--- src/rtl/xor_arb_pkg.sv ---
// Shared types and helpers for the XOR-bank arbiter: FSM states, default sizing,
// and the round-robin winner search.
package xor_arb_pkg;

  typedef enum logic [1:0] {
    IDLE = 2'd0,
    EXEC = 2'd1,
    RESP = 2'd2
  } state_t;

  localparam int XOR_ARB_N     = 4;
  localparam int XOR_ARB_WIDTH = 8;
  localparam int RR_MAX        = 16;

  // Requests are zero-extended to RR_MAX bits, so wrapping modulo 16 skips the
  // unused high bits and behaves exactly like wrapping modulo N.
  function automatic logic [3:0] rr_pick(input logic [RR_MAX-1:0] valid,
                                         input logic [3:0]        ptr);
    logic [3:0] pick;
    logic [3:0] idx;
    logic       found;
    pick  = '0;
    found = 1'b0;
    for (int k = 0; k < RR_MAX; k++) begin
      idx = ptr + 4'(k);
      if (!found && valid[idx]) begin
        pick  = idx;
        found = 1'b1;
      end
    end
    return pick;
  endfunction

endpackage

--- src/rtl/XOR2x1.sv ---
// Single 2-input XOR cell; one bit slice of the shared datapath bank.
module XOR2x1 (
  input  logic in0,
  input  logic in1,
  output logic out
);

  assign out = in0 ^ in1;

endmodule

--- src/rtl/xor_share_arbiter.sv ---
// Round-robin arbiter sharing one XOR2x1 bank among N requesters; the response is valid
// two cycles after the grant cycle and is held in RESP until resp_ready, with no grants meanwhile.
module xor_share_arbiter
  import xor_arb_pkg::*;
#(
  parameter int N     = XOR_ARB_N,
  parameter int WIDTH = XOR_ARB_WIDTH
) (
  input  logic                   clk,
  input  logic                   rst,
  input  logic [N-1:0]           req_valid,
  input  logic [N*WIDTH-1:0]     req_a,
  input  logic [N*WIDTH-1:0]     req_b,
  output logic [N-1:0]           req_ready,
  output logic                   resp_valid,
  output logic [WIDTH-1:0]       resp_data,
  output logic [$clog2(N)-1:0]   resp_id,
  input  logic                   resp_ready,
  output logic                   busy,
  output logic [15:0]            op_count
);

  localparam int IDW = $clog2(N);

  state_t           state_q, state_d;
  logic [IDW-1:0]   ptr_q, ptr_d;
  logic [IDW-1:0]   id_q, id_d;
  logic [WIDTH-1:0] opa_q, opa_d;
  logic [WIDTH-1:0] opb_q, opb_d;
  logic [WIDTH-1:0] data_q, data_d;
  logic [15:0]      cnt_q, cnt_d;

  logic [IDW-1:0]   win;
  logic [N-1:0]     grant;
  logic             accept;
  logic [WIDTH-1:0] win_a, win_b;
  logic [WIDTH-1:0] xor_out;

  always_comb begin
    win = IDW'(rr_pick(16'(req_valid), 4'(ptr_q)));
  end

  always_comb begin
    win_a = '0;
    win_b = '0;
    for (int i = 0; i < N; i++) begin
      if (win == IDW'(i)) begin
        win_a = req_a[i*WIDTH +: WIDTH];
        win_b = req_b[i*WIDTH +: WIDTH];
      end
    end
  end

  // Grant is combinational so a requester sees ready in the same cycle it is chosen.
  always_comb begin
    grant = '0;
    if (state_q == IDLE && |req_valid) begin
      grant[win] = 1'b1;
    end
  end

  assign accept = |(req_valid & grant);

  genvar g;
  for (g = 0; g < WIDTH; g++) begin : g_xor_bank
    XOR2x1 u_xor (
      .in0 (opa_q[g]),
      .in1 (opb_q[g]),
      .out (xor_out[g])
    );
  end

  always_comb begin
    state_d = state_q;
    ptr_d   = ptr_q;
    id_d    = id_q;
    opa_d   = opa_q;
    opb_d   = opb_q;
    data_d  = data_q;
    cnt_d   = cnt_q;
    case (state_q)
      IDLE: begin
        if (accept) begin
          opa_d   = win_a;
          opb_d   = win_b;
          id_d    = win;
          state_d = EXEC;
        end
      end
      EXEC: begin
        data_d  = xor_out;
        state_d = RESP;
      end
      RESP: begin
        if (resp_ready) begin
          state_d = IDLE;
          ptr_d   = (id_q == IDW'(N-1)) ? '0 : id_q + IDW'(1);
          if (cnt_q != 16'hFFFF) begin
            cnt_d = cnt_q + 16'd1;
          end
        end
      end
      default: state_d = IDLE;
    endcase
  end

  always_ff @(posedge clk) begin
    if (rst) begin
      state_q <= IDLE;
      ptr_q   <= '0;
      id_q    <= '0;
      opa_q   <= '0;
      opb_q   <= '0;
      data_q  <= '0;
      cnt_q   <= '0;
    end else begin
      state_q <= state_d;
      ptr_q   <= ptr_d;
      id_q    <= id_d;
      opa_q   <= opa_d;
      opb_q   <= opb_d;
      data_q  <= data_d;
      cnt_q   <= cnt_d;
    end
  end

  assign req_ready  = grant;
  assign resp_valid = (state_q == RESP);
  assign resp_data  = data_q;
  assign resp_id    = id_q;
  assign busy       = (state_q != IDLE);
  assign op_count   = cnt_q;

endmodule

--- config.mk ---
export PLATFORM = sky130hd
export DESIGN_NAME = xor_share_arbiter
export DESIGN_NICKNAME = d
export VERILOG_FILES = /design/src/rtl/xor_arb_pkg.sv /design/src/rtl/XOR2x1.sv /design/src/rtl/xor_share_arbiter.sv
export SDC_FILE = /design/constraint.sdc
export NUM_CORES = 1
export LEC_CHECK = 0
export ABC_AREA = 0
export CAP_MARGIN = 5
export CORE_MARGIN = 5
export CORE_UTILIZATION = 34
export DETAILED_ROUTE_END_ITERATION = 10
export PLACE_DENSITY = 0.66
export SLEW_MARGIN = 15
export SYNTH_ARGS = -nofsm -noshare
export SYNTH_HDL_FRONTEND = slang
export SYNTH_SLANG_ARGS = --single-unit
--- constraint.sdc ---
create_clock -name clk -period 4 [get_ports clk]
set_input_delay 0.8 -clock clk [delete_from_list [all_inputs] [get_ports clk]]
set_output_delay 0.8 -clock clk [all_outputs]
set_load 0.005 [all_outputs]
# After elaboration in Yosys (flattened, before gate mapping)
# Index checks and enable logic that the tools add are counted.
# op_classes
addsub	17
order_cmp	18
eq_ne	9
muxes	78
n_bitwise	9
reduce_logical	41
# ops
op	n
8-bit 2-to-1 mux	8
1-bit binary-select mux with 4-bit select	15
4-bit by 5-bit < comparator with 1-bit output, second input constant	12
2-bit 2-to-1 mux	19
1-bit 2-to-1 mux	32
1-bit logical AND	17
16-bit by 1-bit adder with 16-bit output, second input constant	1
2-bit by 3-bit adder with 4-bit output, second input constant	4
2-bit by 4-bit adder with 4-bit output, second input constant	4
16-bit inequality test, second input constant	1
1-bit zero test	15
3-bit by 5-bit < comparator with 1-bit output, second input constant	3
3-bit by 3-bit adder with 4-bit output, second input constant	2
2-bit equality test, second input constant	4
4-bit OR reduction	2
1-bit XOR	8
2-bit by 2-bit adder with 3-bit output, second input constant	2
2-bit one-hot mux with 3 select lines	1
2-bit AND reduction	3
2-bit by 5-bit < comparator with 1-bit output, second input constant	1
3-bit by 1-bit adder with 4-bit output, second input constant	1
3-bit by 2-bit adder with 4-bit output, second input constant	1
4-bit bitwise AND	1
2-bit by 1-bit equality test with 1-bit output, second input constant	2
other kinds (12)	13
# totals
regBits	46
word_cells	179

# Depth between registers and ports, before layout
# logic_depth
word_depth	57
mapped_depth	13
depth_no_buf	8

# Cells and area by module
# Synthesis repeated with hierarchy kept, for this count alone.
# unflattened
hier_cells	303
hier_area_um2	2690.1
# by_module_without_submodules
mod	instances	cells_per_inst	area_per_inst_um2	seq_area_each_um2
xor_share_arbiter	1	295	2620.0	920.9
XOR2x1	8	1	8.8	0.0

# Worst setup path after synthesis
# OpenSTA, ideal clock, no wires.
# synth_path
path_type	flip-flop to output port
start	reg ptr_q[0]
end	out req_ready[1]
arrival_ns	2.687
required_time_ns	3.200
setup_slack_ns	0.513
path_stages_with_launch	14
path_buffers	5
cell_sequence	dfxtp_1 > buf_6 > clkbuf_1 > inv_1 > ha_1 > buf_2 > mux2_2 > o21ai_0 > o311ai_0 > a22oi_1 > buf_4 > buf_4 > nand2_1 > nor2_1
# synth_via
elab_chain_len	53
elab_cells_between_ends	114
# synth_lines
element	line_no	text
start: declaration	xor_share_arbiter.sv:26	logic [IDW-1:0] ptr_q, ptr_d;
start signal: assignment	xor_share_arbiter.sv:118	ptr_q <= ptr_d;
branches (longest 47 deep; another with 2-bit by 1-bit adder with 3-bit output)	--	
2-bit 2-to-1 mux (*)	xor_arb_pkg.sv:26	if (!found && valid[idx]) begin
2-bit by 3-bit < comparator with 1-bit output (implied by the code) or 2-bit by 1-bit greater-or-equal comparator with 1-bit output (tied branches)	xor_share_arbiter.sv:58	grant[win] = 1'b1;
1-bit logical AND (implied by the code)	xor_share_arbiter.sv:58	
1-bit 2-to-1 mux (implied by the code)	xor_share_arbiter.sv:58	
1-bit demux with 2-bit select (*)	xor_share_arbiter.sv:58	
4-bit 2-to-1 mux (*)	xor_share_arbiter.sv:57	if (state_q == IDLE && |req_valid) begin
end: declaration	xor_share_arbiter.sv:14	output logic [N-1:0] req_ready,
# Mark *: on every way between the ends. The select of a mux whose other input is x is not followed.

# Worst setup path in the final report
# layout_path
start	reg ptr_q[0]
end	out req_ready[2]
# Same word-level chain as after synthesis.

==> flow_summary.yaml <==
run_status:
  run_status: "completed"
grt:
  track_usage_pct: 14.9
  grt_pass1_wl_microns: 14200
  grt_max_degree: 33
  overflow: 0
  grt_pass1_vias: 2881
  antenna_found_initial: 0
job:
  maxCapViolCount: 0
timing:
  rsz0062_at_grt: "no"
  maxSlewViolCount: 0
  hold_viol: 0
  tightestPinTransition_ps: 1050
  setup_slack_ps: 235
  finalCritPeriodShare_pct: 94.1
  fmax_ghz: 0.266
  max-slew-margin-rel_pct: 30.1
  skew_ps: 10.8
  setup_tns_ps: 0
  post-route-min-period_ps: 3770
  setup_violations: 0
synth:
  syn_avg_cell_area_sq_um: 8.82
  syn_area_sq_um: 3190
  synth_flop_cell: "dfxtp_1"
  syn-num-nets: 436
  async_flop_share_pct: 0
  syn_inst: 361
  ys_seq_elements: 46
  yosys_warnings: 0
  synth_edf_count: 0
  ys_types: 48
  ys_seq_area_share_pct: 28.9
floorplanning:
  die_area_sq_um: 11400
  std_cell_rows: 35
  fp.dieW_microns: 107
  die_h_microns: 107
  io_pins: 103
  core_region_area_sq_um: 9200
  start_util_pct: 34.6
setup_path:
  worstPathArrival_ps: 2970
  worstSetupStartpointType: "register"
  critPathKind: "register to primary output"
  rr_worst_depth: 10
  cp-end-kind: "primary output"
  cp.required_ps: 3200
  rrSetupSlack_ps: 930
  worstPathMaxFanout: 8
  regToRegStartpoint: "ptr_q[0]"
  rr_endpoint: "opb_q[1]"
clock_network:
  cts_tree: "done"
  clkTransAtPathRegs_ps: 90
  numCtsBuffers: 5
  clk_latency_ps: 300
  cts_root_buffer: "clkbuf_8"
  clockBufferDepth: 2
  cts.sinks: 46
  htree_num_levels: 2
power:
  p_per_area_nw_per_um2: 288
  seqPwrFrac_pct: 42.5
  switching_share_pct: 31.6
  peakVddDrop_mv: 0.132
  clockPowerShare_pct: 22.5
  switching_power_w: 0.000400
  p_int_w: 0.000868
  share_comb_of_total_power_pct: 35.1
  leakage_nw: 1.64
routing:
  vias: 2992
  wl_per_cell_microns: 15.3
  drtIter0Drc: 79
  drt-total-wl_microns: 8750
  firstDrtPassIters: 4
  postRouteAntennaNets: 0
  drc: 0
  viasPerCell: 5.24
placed_design:
  post-place-ws_ps: -63.2
  finalWeightedCongestion: 0.798
  dp_hpwl_microns: 6610
  port_buffers: 102
finish:
  syn2layout_area_growth_pct: 38.4
  diodes: 0
  fillers: 934
  finalNetCount: 534
  layout_commonest_cell: "clkdlybuf4s50_1"
  drive_above_1_share_pct: 14.1
  final_cell_mix: "clkdlybuf4s50_1 (96), nand2_1 (56), dfxtp_1 (46), mux2i_1 (37), nor2_1 (33)"
hold_path:
  hp-class: "register to register"
  min-delay-start: "op_count[12]"
  worstHoldPathCells: 1
  holdPathEnd: "op_count[12]"
[worst max-delay path: stages, from the launching register on]
cell and delay (ps):
dfxtp_1 340, inv_1 40, ha_1 500, mux2i_1 160, and3_1 220, o311ai_1 340, a22oi_2 140, buf_4 170
nor3_1 210, clkdlybuf4s50_1 540
[synthesized netlist by cell type (6+ instances only)]
cell type	count	area, sq um
inv_1	6	22.5
and3_1	7	43.8
dfxtp_1	46	921
nand3_1	7	35.0
mux2i_1	37	370
nor2_1	33	124
a211oi_1	11	82.6
xor2_1	11	96.3
xnor2_1	11	96.3
a21oi_1	7	35.0
clkbuf_1	15	56.3
a2111oi_0	18	158
o211ai_2	13	163
buf_6	10	113
a2111oi_1	6	60.1
nand2_1	57	214
[flip-flops by register name, summed over array words and instances (netlist names)]
name	flops
ptr_q	2
opa_q	8
state_q	2
resp_data	8
op_count	16
resp_id	2
opb_q	8
[layout make-up]
cell class | instances | area [sq um] | share of cell area (%)
multi-input cells | 274 | 2030 | 46.1
repair buffers | 126 | 1210 | 27.4
flip-flops and latches | 46 | 921 | 20.9
well taps | 111 | 139 | 3.15
clock buffers | 6 | 72.6 | 1.65
inverters | 6 | 22.5 | 0.511
clock inverters | 2 | 13.8 | 0.312
[power by group through the flow]
stage / clock network, W / registers [W] / logic (W)
floorplan: 0 / 0.000542 / 0.000274
global placement: 0 / 0.000549 / 0.000435
detailed placement: 0 / 0.000551 / 0.000440
CTS: 0.000296 / 0.000540 / 0.000441
global route: 0.000312 / 0.000545 / 0.000485
finish: 0.000285 / 0.000539 / 0.000445
[worst max-delay path by stage]
stage	start	to	depth (start not counted)
after floorplan	ptr_q[0]	req_ready[1]	13
after global placement	req_valid[1]	req_ready[0]	8
after detailed placement	req_valid[1]	req_ready[0]	8
after CTS	req_valid[0]	req_ready[2]	8
after global routing	ptr_q[0]	req_ready[2]	9
final	ptr_q[0]	req_ready[2]	9
[kinds of logic (layout without fill, tap and decap cells)]
family / Yosys count / in the layout / synth area share [%]
AO/OA/AOI/OAI: 75 / 75 / 22.5
XOR/XNOR: 22 / 22 / 6.05
adder cells (fa/ha/maj): 4 / 4 / 1.57
buffers and inverters: 41 / 140 / 7.89
flip-flops: 46 / 46 / 28.9
multiplexers: 42 / 42 / 14.5
AND/OR/NAND/NOR: 131 / 131 / 18.6
[repair_timing]
action | in CTS | in global routing
hold buffers | 0 | 0
resized for setup | 2 | 9
endpoints found under the hold margin | 0 | 0
pin swaps | 2 | 3
endpoints found under the setup margin | 4 | 3
setup buffers | 1 | 3
[through the flow]
stage                     hold WS [ps]  power [W]  instance area (sq um)  cells  util [%]
after global routing               514    0.00134                   4410    571      47.9
after CTS                          505    0.00128                   4370    568      47.5
final                              499    0.00127                   4410    571      47.9
after detailed placement           485   0.000991                   4280    559      46.5
after floorplan                    468   0.000816                   3190    361         -
after global placement             476   0.000984                   4280    559      46.5
[metal layers]
layer	GRT usage (%)	up-vias	routed length, microns
met5	0	-	0
met4	2.19	0	63
met3	3.79	9	578
met2	24.1	96	3980
met1	20.5	1374	4130
li1	-	1513	-
(Power assumes the default switching activity.)
